### src/rtl/nibble_add_sequencer_pkg.sv
// rtl/nibble_add_sequencer_pkg.sv - shared types and constants for the nibble add sequencer
// Contents: SLICE_W (slice width in bits), state_t (sequencer FSM states).
package nibble_add_pkg;

  localparam int SLICE_W = 4;

  typedef enum logic [1:0] {
    IDLE = 2'd0,
    RUN  = 2'd1,
    DONE = 2'd2
  } state_t;

endpackage

### src/rtl/nibble_add_sequencer_if.sv
// rtl/nibble_add_sequencer_if.sv - operand/result handshake bundle for the nibble add sequencer
// Signals: in_valid/in_ready/a/b/cin (operand side), out_valid/out_ready/sum/cout/ovf (result side), busy.
// Optional: op_sub when NIBBLE_ADD_SEQUENCER_SUB_EN is defined.
// Modports: master = operand source / result consumer, slave = the sequencer.
interface nibble_add_sequencer_if #(
  parameter int WIDTH = 16
);

  logic             in_valid;
  logic             in_ready;
  logic [WIDTH-1:0] a;
  logic [WIDTH-1:0] b;
  logic             cin;
  logic             out_valid;
  logic             out_ready;
  logic [WIDTH-1:0] sum;
  logic             cout;
  logic             ovf;
  logic             busy;
`ifdef NIBBLE_ADD_SEQUENCER_SUB_EN
  logic             op_sub;

  modport master (
    output in_valid, a, b, cin, op_sub, out_ready,
    input  in_ready, out_valid, sum, cout, ovf, busy
  );

  modport slave (
    input  in_valid, a, b, cin, op_sub, out_ready,
    output in_ready, out_valid, sum, cout, ovf, busy
  );
`else
  modport master (
    output in_valid, a, b, cin, out_ready,
    input  in_ready, out_valid, sum, cout, ovf, busy
  );

  modport slave (
    input  in_valid, a, b, cin, out_ready,
    output in_ready, out_valid, sum, cout, ovf, busy
  );
`endif

endinterface

### src/rtl/nibble_add_sequencer_slice.sv
// rtl/nibble_add_sequencer_slice.sv - combinational 4-bit ripple-carry adder slice
// Ports: a[3:0], b[3:0], cin in; sum[3:0], cout out.
module nibble_adder_slice
  import nibble_add_pkg::*;
(
  input  logic [SLICE_W-1:0] a,
  input  logic [SLICE_W-1:0] b,
  input  logic               cin,
  output logic [SLICE_W-1:0] sum,
  output logic               cout
);

  logic [SLICE_W:0] c;

  assign c[0] = cin;

  for (genvar i = 0; i < SLICE_W; i++) begin : g_bit
    assign sum[i]   = a[i] ^ b[i] ^ c[i];
    assign c[i+1]   = (a[i] & b[i]) | ((a[i] ^ b[i]) & c[i]);
  end

  assign cout = c[SLICE_W];

endmodule

### src/rtl/nibble_add_sequencer.sv
// rtl/nibble_add_sequencer.sv - multi-cycle WIDTH-bit adder using one shared 4-bit slice, LSB first
// Ports: clk, rst_n (synchronous, active-low), bus (nibble_add_sequencer_if.slave).
// Optional subtract mode: define NIBBLE_ADD_SEQUENCER_SUB_EN to enable bus.op_sub.
module nibble_add_sequencer
  import nibble_add_pkg::*;
#(
  parameter int WIDTH = 16
) (
  input  logic                  clk,
  input  logic                  rst_n,
  nibble_add_sequencer_if.slave bus
);

  localparam int NSLICE = WIDTH / SLICE_W;
  localparam int IDXW   = (NSLICE > 1) ? $clog2(NSLICE) : 1;
  localparam logic [IDXW-1:0] LAST_IDX = IDXW'(NSLICE - 1);

  state_t           state;
  logic [IDXW-1:0]  idx;
  logic             carry_q;
  logic [WIDTH-1:0] a_q;
  logic [WIDTH-1:0] b_q;       // already holds b_eff (inverted in subtract mode)
  logic [WIDTH-1:0] sum_q;
  logic             cout_q;
  logic             ovf_q;
  logic             in_ready_q;
  logic             out_valid_q;
  logic             busy_q;

  logic [WIDTH-1:0] b_eff_in;
  logic             cin_eff_in;

`ifdef NIBBLE_ADD_SEQUENCER_SUB_EN
  // Subtract as a + ~b + 1; the forced carry-in supplies the +1.
  assign b_eff_in   = bus.op_sub ? ~bus.b : bus.b;
  assign cin_eff_in = bus.op_sub | bus.cin;
`else
  assign b_eff_in   = bus.b;
  assign cin_eff_in = bus.cin;
`endif

  logic [SLICE_W-1:0] s_a;
  logic [SLICE_W-1:0] s_b;
  logic [SLICE_W-1:0] s_sum;
  logic               s_cout;

  assign s_a = a_q[int'(idx) * SLICE_W +: SLICE_W];
  assign s_b = b_q[int'(idx) * SLICE_W +: SLICE_W];

  nibble_adder_slice u_slice (
    .a    (s_a),
    .b    (s_b),
    .cin  (carry_q),
    .sum  (s_sum),
    .cout (s_cout)
  );

  always_ff @(posedge clk) begin
    if (!rst_n) begin
      state       <= IDLE;
      idx         <= '0;
      carry_q     <= 1'b0;
      a_q         <= '0;
      b_q         <= '0;
      sum_q       <= '0;
      cout_q      <= 1'b0;
      ovf_q       <= 1'b0;
      in_ready_q  <= 1'b1;
      out_valid_q <= 1'b0;
      busy_q      <= 1'b0;
    end else begin
      case (state)
        IDLE: begin
          if (bus.in_valid && in_ready_q) begin
            a_q        <= bus.a;
            b_q        <= b_eff_in;
            carry_q    <= cin_eff_in;
            idx        <= '0;
            in_ready_q <= 1'b0;
            busy_q     <= 1'b1;
            state      <= RUN;
          end
        end
        RUN: begin
          sum_q[int'(idx) * SLICE_W +: SLICE_W] <= s_sum;
          carry_q <= s_cout;
          idx     <= idx + 1'b1;
          if (idx == LAST_IDX) begin
            cout_q      <= s_cout;
            // Signed overflow: operands agree in sign but the new MSB does not.
            ovf_q       <= (a_q[WIDTH-1] == b_q[WIDTH-1]) &&
                           (s_sum[SLICE_W-1] != a_q[WIDTH-1]);
            out_valid_q <= 1'b1;
            state       <= DONE;
          end
        end
        DONE: begin
          if (bus.out_ready) begin
            out_valid_q <= 1'b0;
            in_ready_q  <= 1'b1;
            busy_q      <= 1'b0;
            state       <= IDLE;
          end
        end
        default: begin
          state       <= IDLE;
          in_ready_q  <= 1'b1;
          out_valid_q <= 1'b0;
          busy_q      <= 1'b0;
        end
      endcase
    end
  end

  assign bus.in_ready  = in_ready_q;
  assign bus.out_valid = out_valid_q;
  assign bus.sum       = sum_q;
  assign bus.cout      = cout_q;
  assign bus.ovf       = ovf_q;
  assign bus.busy      = busy_q;

endmodule

### src/flat_wrapper.sv
// flat-port wrapper written by rule: the top's interface ports become plain ports
module nibble_add_sequencer_flat import nibble_add_pkg::*;
#(
  parameter int WIDTH = 16
)
  (clk, rst_n, bus_in_valid, bus_a, bus_b, bus_cin, bus_out_ready, bus_in_ready, bus_out_valid, bus_sum, bus_cout, bus_ovf, bus_busy);
  nibble_add_sequencer_if #(.WIDTH(WIDTH)) bus_i ();
  input  logic clk;
  input  logic rst_n;
  input wire logic [$bits(bus_i.in_valid)-1:0] bus_in_valid;
  input wire logic [$bits(bus_i.a)-1:0] bus_a;
  input wire logic [$bits(bus_i.b)-1:0] bus_b;
  input wire logic [$bits(bus_i.cin)-1:0] bus_cin;
  input wire logic [$bits(bus_i.out_ready)-1:0] bus_out_ready;
  output wire logic [$bits(bus_i.in_ready)-1:0] bus_in_ready;
  output wire logic [$bits(bus_i.out_valid)-1:0] bus_out_valid;
  output wire logic [$bits(bus_i.sum)-1:0] bus_sum;
  output wire logic [$bits(bus_i.cout)-1:0] bus_cout;
  output wire logic [$bits(bus_i.ovf)-1:0] bus_ovf;
  output wire logic [$bits(bus_i.busy)-1:0] bus_busy;
  assign bus_i.in_valid = bus_in_valid;
  assign bus_i.a = bus_a;
  assign bus_i.b = bus_b;
  assign bus_i.cin = bus_cin;
  assign bus_i.out_ready = bus_out_ready;
  assign bus_in_ready = bus_i.in_ready;
  assign bus_out_valid = bus_i.out_valid;
  assign bus_sum = bus_i.sum;
  assign bus_cout = bus_i.cout;
  assign bus_ovf = bus_i.ovf;
  assign bus_busy = bus_i.busy;
  nibble_add_sequencer #(.WIDTH(WIDTH)) u_core (.clk(clk), .rst_n(rst_n), .bus(bus_i));
endmodule
### config.mk
export PLATFORM = sky130hd
export DESIGN_NAME = nibble_add_sequencer_flat
export DESIGN_NICKNAME = d
export VERILOG_FILES = /design/src/rtl/nibble_add_sequencer_pkg.sv /design/src/rtl/nibble_add_sequencer_if.sv /design/src/rtl/nibble_add_sequencer_slice.sv /design/src/rtl/nibble_add_sequencer.sv /design/src/flat_wrapper.sv
export SDC_FILE = /design/constraint.sdc
export NUM_CORES = 1
export LEC_CHECK = 0
export BUFFER_PORTS_ARGS = -buffer_cell sky130_fd_sc_hd__buf_2
export CAP_MARGIN = 20
export CORE_ASPECT_RATIO = 1.2
export CORE_MARGIN = 5
export CORE_UTILIZATION = 30
export DETAILED_ROUTE_END_ITERATION = 6
export PLACE_DENSITY = 0.6
export SLEW_MARGIN = 10
export SYNTH_ARGS = -nofsm -noshare
export SYNTH_HDL_FRONTEND = slang
export SYNTH_HIERARCHICAL = 1
export SYNTH_SLANG_ARGS = --single-unit
### constraint.sdc
create_clock -name clk -period 3.7 [get_ports clk]
set_input_delay 0.185 -clock clk [delete_from_list [all_inputs] [get_ports clk]]
set_output_delay 0.185 -clock clk [all_outputs]
set_load 0.05 [all_outputs]
==> metrics <==
maximum vdd drop=0.0002575 V; CTS max path bufs=2; asr flop ratio synth=0; Slew HR=0.4146; CTS root buf=clkbuf_8; H-tree depth=3; Required @ worst endpoint=3920 ps; vias per cell=4.615; total power=1597 uW; crit path cell chain=buf_4 > mux4_2 > fa_1 > fa_1 > inv_1 > fa_1 > inv_1 > and3b_1 > a211oi_1 > nor3b_1; std cell rows=38; vias=2132; post-CTS sizing=0; # fillers=927; final setup vio count=0; Slew Limit Fails=0; final hold slack=84.90 ps; final wirelength=6.218 mm; n_diodes=0; Tmin final=3387 ps; setup TNS=0 ps; crit path max fanout=10; Bufs and invs on worst path=3; initial antenna violation count=0; CP peak stage delay=540 ps; Reg clk slew, reported paths=70 ps; # Max-Cap Violations=0; Post-Synthesis Cells=286; die area=0.01139 mm^2; GRT busiest layer=met2; Core ar.=0.009081 mm^2; largest net degree at the start of global routing=63; Main synth FF type=dfxtp_1; Setup crit start kind=register; Area growth, synth to finish=20.93%; CP endpoint kind=register; Leakage=0.001354 uW; Initial Util=0.3088; Inst Count DP=447; Syn Std Cell Area=0.002804 mm^2; Synth Register Bits=58; layout cell share with drive strength beyond 1=0.3830; routability-driven placement congestion ratio=0.7494; fin cells=462; delay-heaviest family, CP=adder cells; Slew @ Worst Pin=878.1 ps; clock latency on the worst-skew pair=330 ps; post-CTS setup repair buffer count=0; DRT iter0 DRCs=77; GR Layer Usage met1=0.1405; io pins=58; IO buf count=57; fin crit share=0.9153; status=complete, no violations; part of the Yosys area used for sequential elements=0.4141; gr usage total=0.1142; Synth Area per Inst=9.804 um^2; fmax=295.3 MHz; antenna-violating nets left=0; Inserted Clock Buffers=9; crit path DAT=3600 ps; # clock sinks=58; Post-synth EDFFs=0; vias in the first global route=2249; drt pass-1 iters=4; Reg area=0.001161 mm^2; Syn. warnings=6; Wirelength per Cell=13.46 um; Setup CP Type=reg2reg; Final Core Density=0.3734; grt total ovfl=0; Synth cell types=37; Post-DP HPWL=4.655 mm; final hold vios=0; # DRC=0; Fin Clk Skew=8.685 ps; cell mode on critical path=fa_1; Die Wd=98.26 um; syn_nets=333; GR Layer Usage met3=0.02709; Slowest-stage cell, CP=dfxtp_1; nets@finish=385; die height=115.9 um; footprint of the multi-input gates=0.001479 mm^2; RSZ-0062 raised after global routing=false; Power Dens Cells=471.0 mW/mm^2; met2 global-route usage=0.1862; CTS tree=done; first-pass GRT wire length=10.35 mm; hold_buf cts=0; worst min path class=in2reg
-- stage by stage --
stage	setup WS (ps)	cell area [um^2]
after floorplan	417.4	2804
after global placement	413.9	3151
after detailed placement	262.8	3151
after CTS	256.9	3391
after global routing	73.10	3391
final	313.5	3391
-- layout make-up --
type                       instances  area share
multi-input combinational        196      0.4362
sequential                        58      0.3424
timing repair buffer              61     0.09299
tap                              120     0.04428
clock buffer                      10     0.04059
clock inverter                     5     0.03026
inverter                          12     0.01328
-- layer usage --
| metal | vias to the layer above | part of all wire |
|---|---|---|
| li1 | 1082 | - |
| met1 | 979 | 0.47 |
| met2 | 56 | 0.48 |
| met3 | 15 | 0.030 |
| met4 | 0 | 0.023 |
| met5 | - | 0 |
-- sequential cells by signal, summed over array words and instances (netlist names) --
name / count
u_core/idx: 2
u_core/carry_q: 1
u_core/state: 2
u_core/bus.busy: 1
u_core/bus.out_valid: 1
u_core/bus.cout: 1
u_core/bus.sum: 16
u_core/b_q: 16
u_core/bus.in_ready: 1
u_core/bus.ovf: 1
u_core/a_q: 16
-- cells in the final DEF, fill, tap and decap left out, types with 6 or more instances in the layout --
| master | instances |
|---|---|
| mux4_2 | 8 |
| a21boi_0 | 7 |
| o22ai_1 | 12 |
| dfxtp_1 | 58 |
| nor2b_1 | 6 |
| a21boi_2 | 30 |
| nand2_2 | 10 |
| clkbuf_8 | 10 |
| nand2_1 | 74 |
| ha_1 | 6 |
| buf_2 | 57 |
| inv_1 | 12 |
-- cell usage after synthesis, drive strengths merged, types with 3 or more instances --
| cell type | n | area (um^2) |
|---|---|---|
| o21ai | 3 | 15.01 |
| nor2b | 6 | 37.54 |
| mux4 | 8 | 180.2 |
| inv | 12 | 45.04 |
| a21boi | 37 | 390.4 |
| nor2 | 3 | 11.26 |
| fa | 4 | 80.08 |
| o22ai | 12 | 75.07 |
| and3b | 4 | 38.79 |
| a21oi | 4 | 20.02 |
| nand3 | 4 | 20.02 |
| dfxtp | 58 | 1161 |
| clkbuf | 7 | 26.28 |
| buf | 13 | 107.6 |
| ha | 6 | 75.07 |
| a32oi | 4 | 35.03 |
| nand2 | 84 | 340.3 |
-- worst register-to-register path, delay by kind of cell (launching register included) --
kind,cells,cell delay [ps]
AOI/OAI and AO/OA,1,210
adders and majority gates,3,1230
buffers and inverters,3,480
DFF,1,540
muxes,1,540
and+or+nand+nor,2,260
-- worst paths after layout --
| path | startpoint | end | slack [ps] | depth (start not counted) |
|---|---|---|---|---|
| hold / removal | bus_b[5] | u_core/b_q[5]$_SDFFE_PN0P_ | 80 | 3 |
| hold reg to reg | u_core/a_q[14]$_SDFFE_PN0P_ | u_core/a_q[14]$_SDFFE_PN0P_ | 460 | 2 |
| setup reg to reg | u_core/idx[0]$_SDFFE_PN0P_ | u_core/bus.ovf$_SDFFE_PN0P_ | 310 | 10 |
| setup / recovery | u_core/idx[0]$_SDFFE_PN0P_ | u_core/bus.ovf$_SDFFE_PN0P_ | 310 | 10 |
-- kinds of logic after synthesis --
kind of cell | count (synthesis) | share of synthesized area
simple gates | 115 | 0.2030
fa+ha+maj | 10 | 0.05533
buf+inv | 32 | 0.06381
compound gates | 63 | 0.1995
mux | 8 | 0.06426
flops | 58 | 0.4141
-- power by group --
group          switching [uW]  internal, uW
clock network             242           460
logic                     123          90.4
registers                24.9           655
No activity file was read; power rests on OpenSTA's default activity.
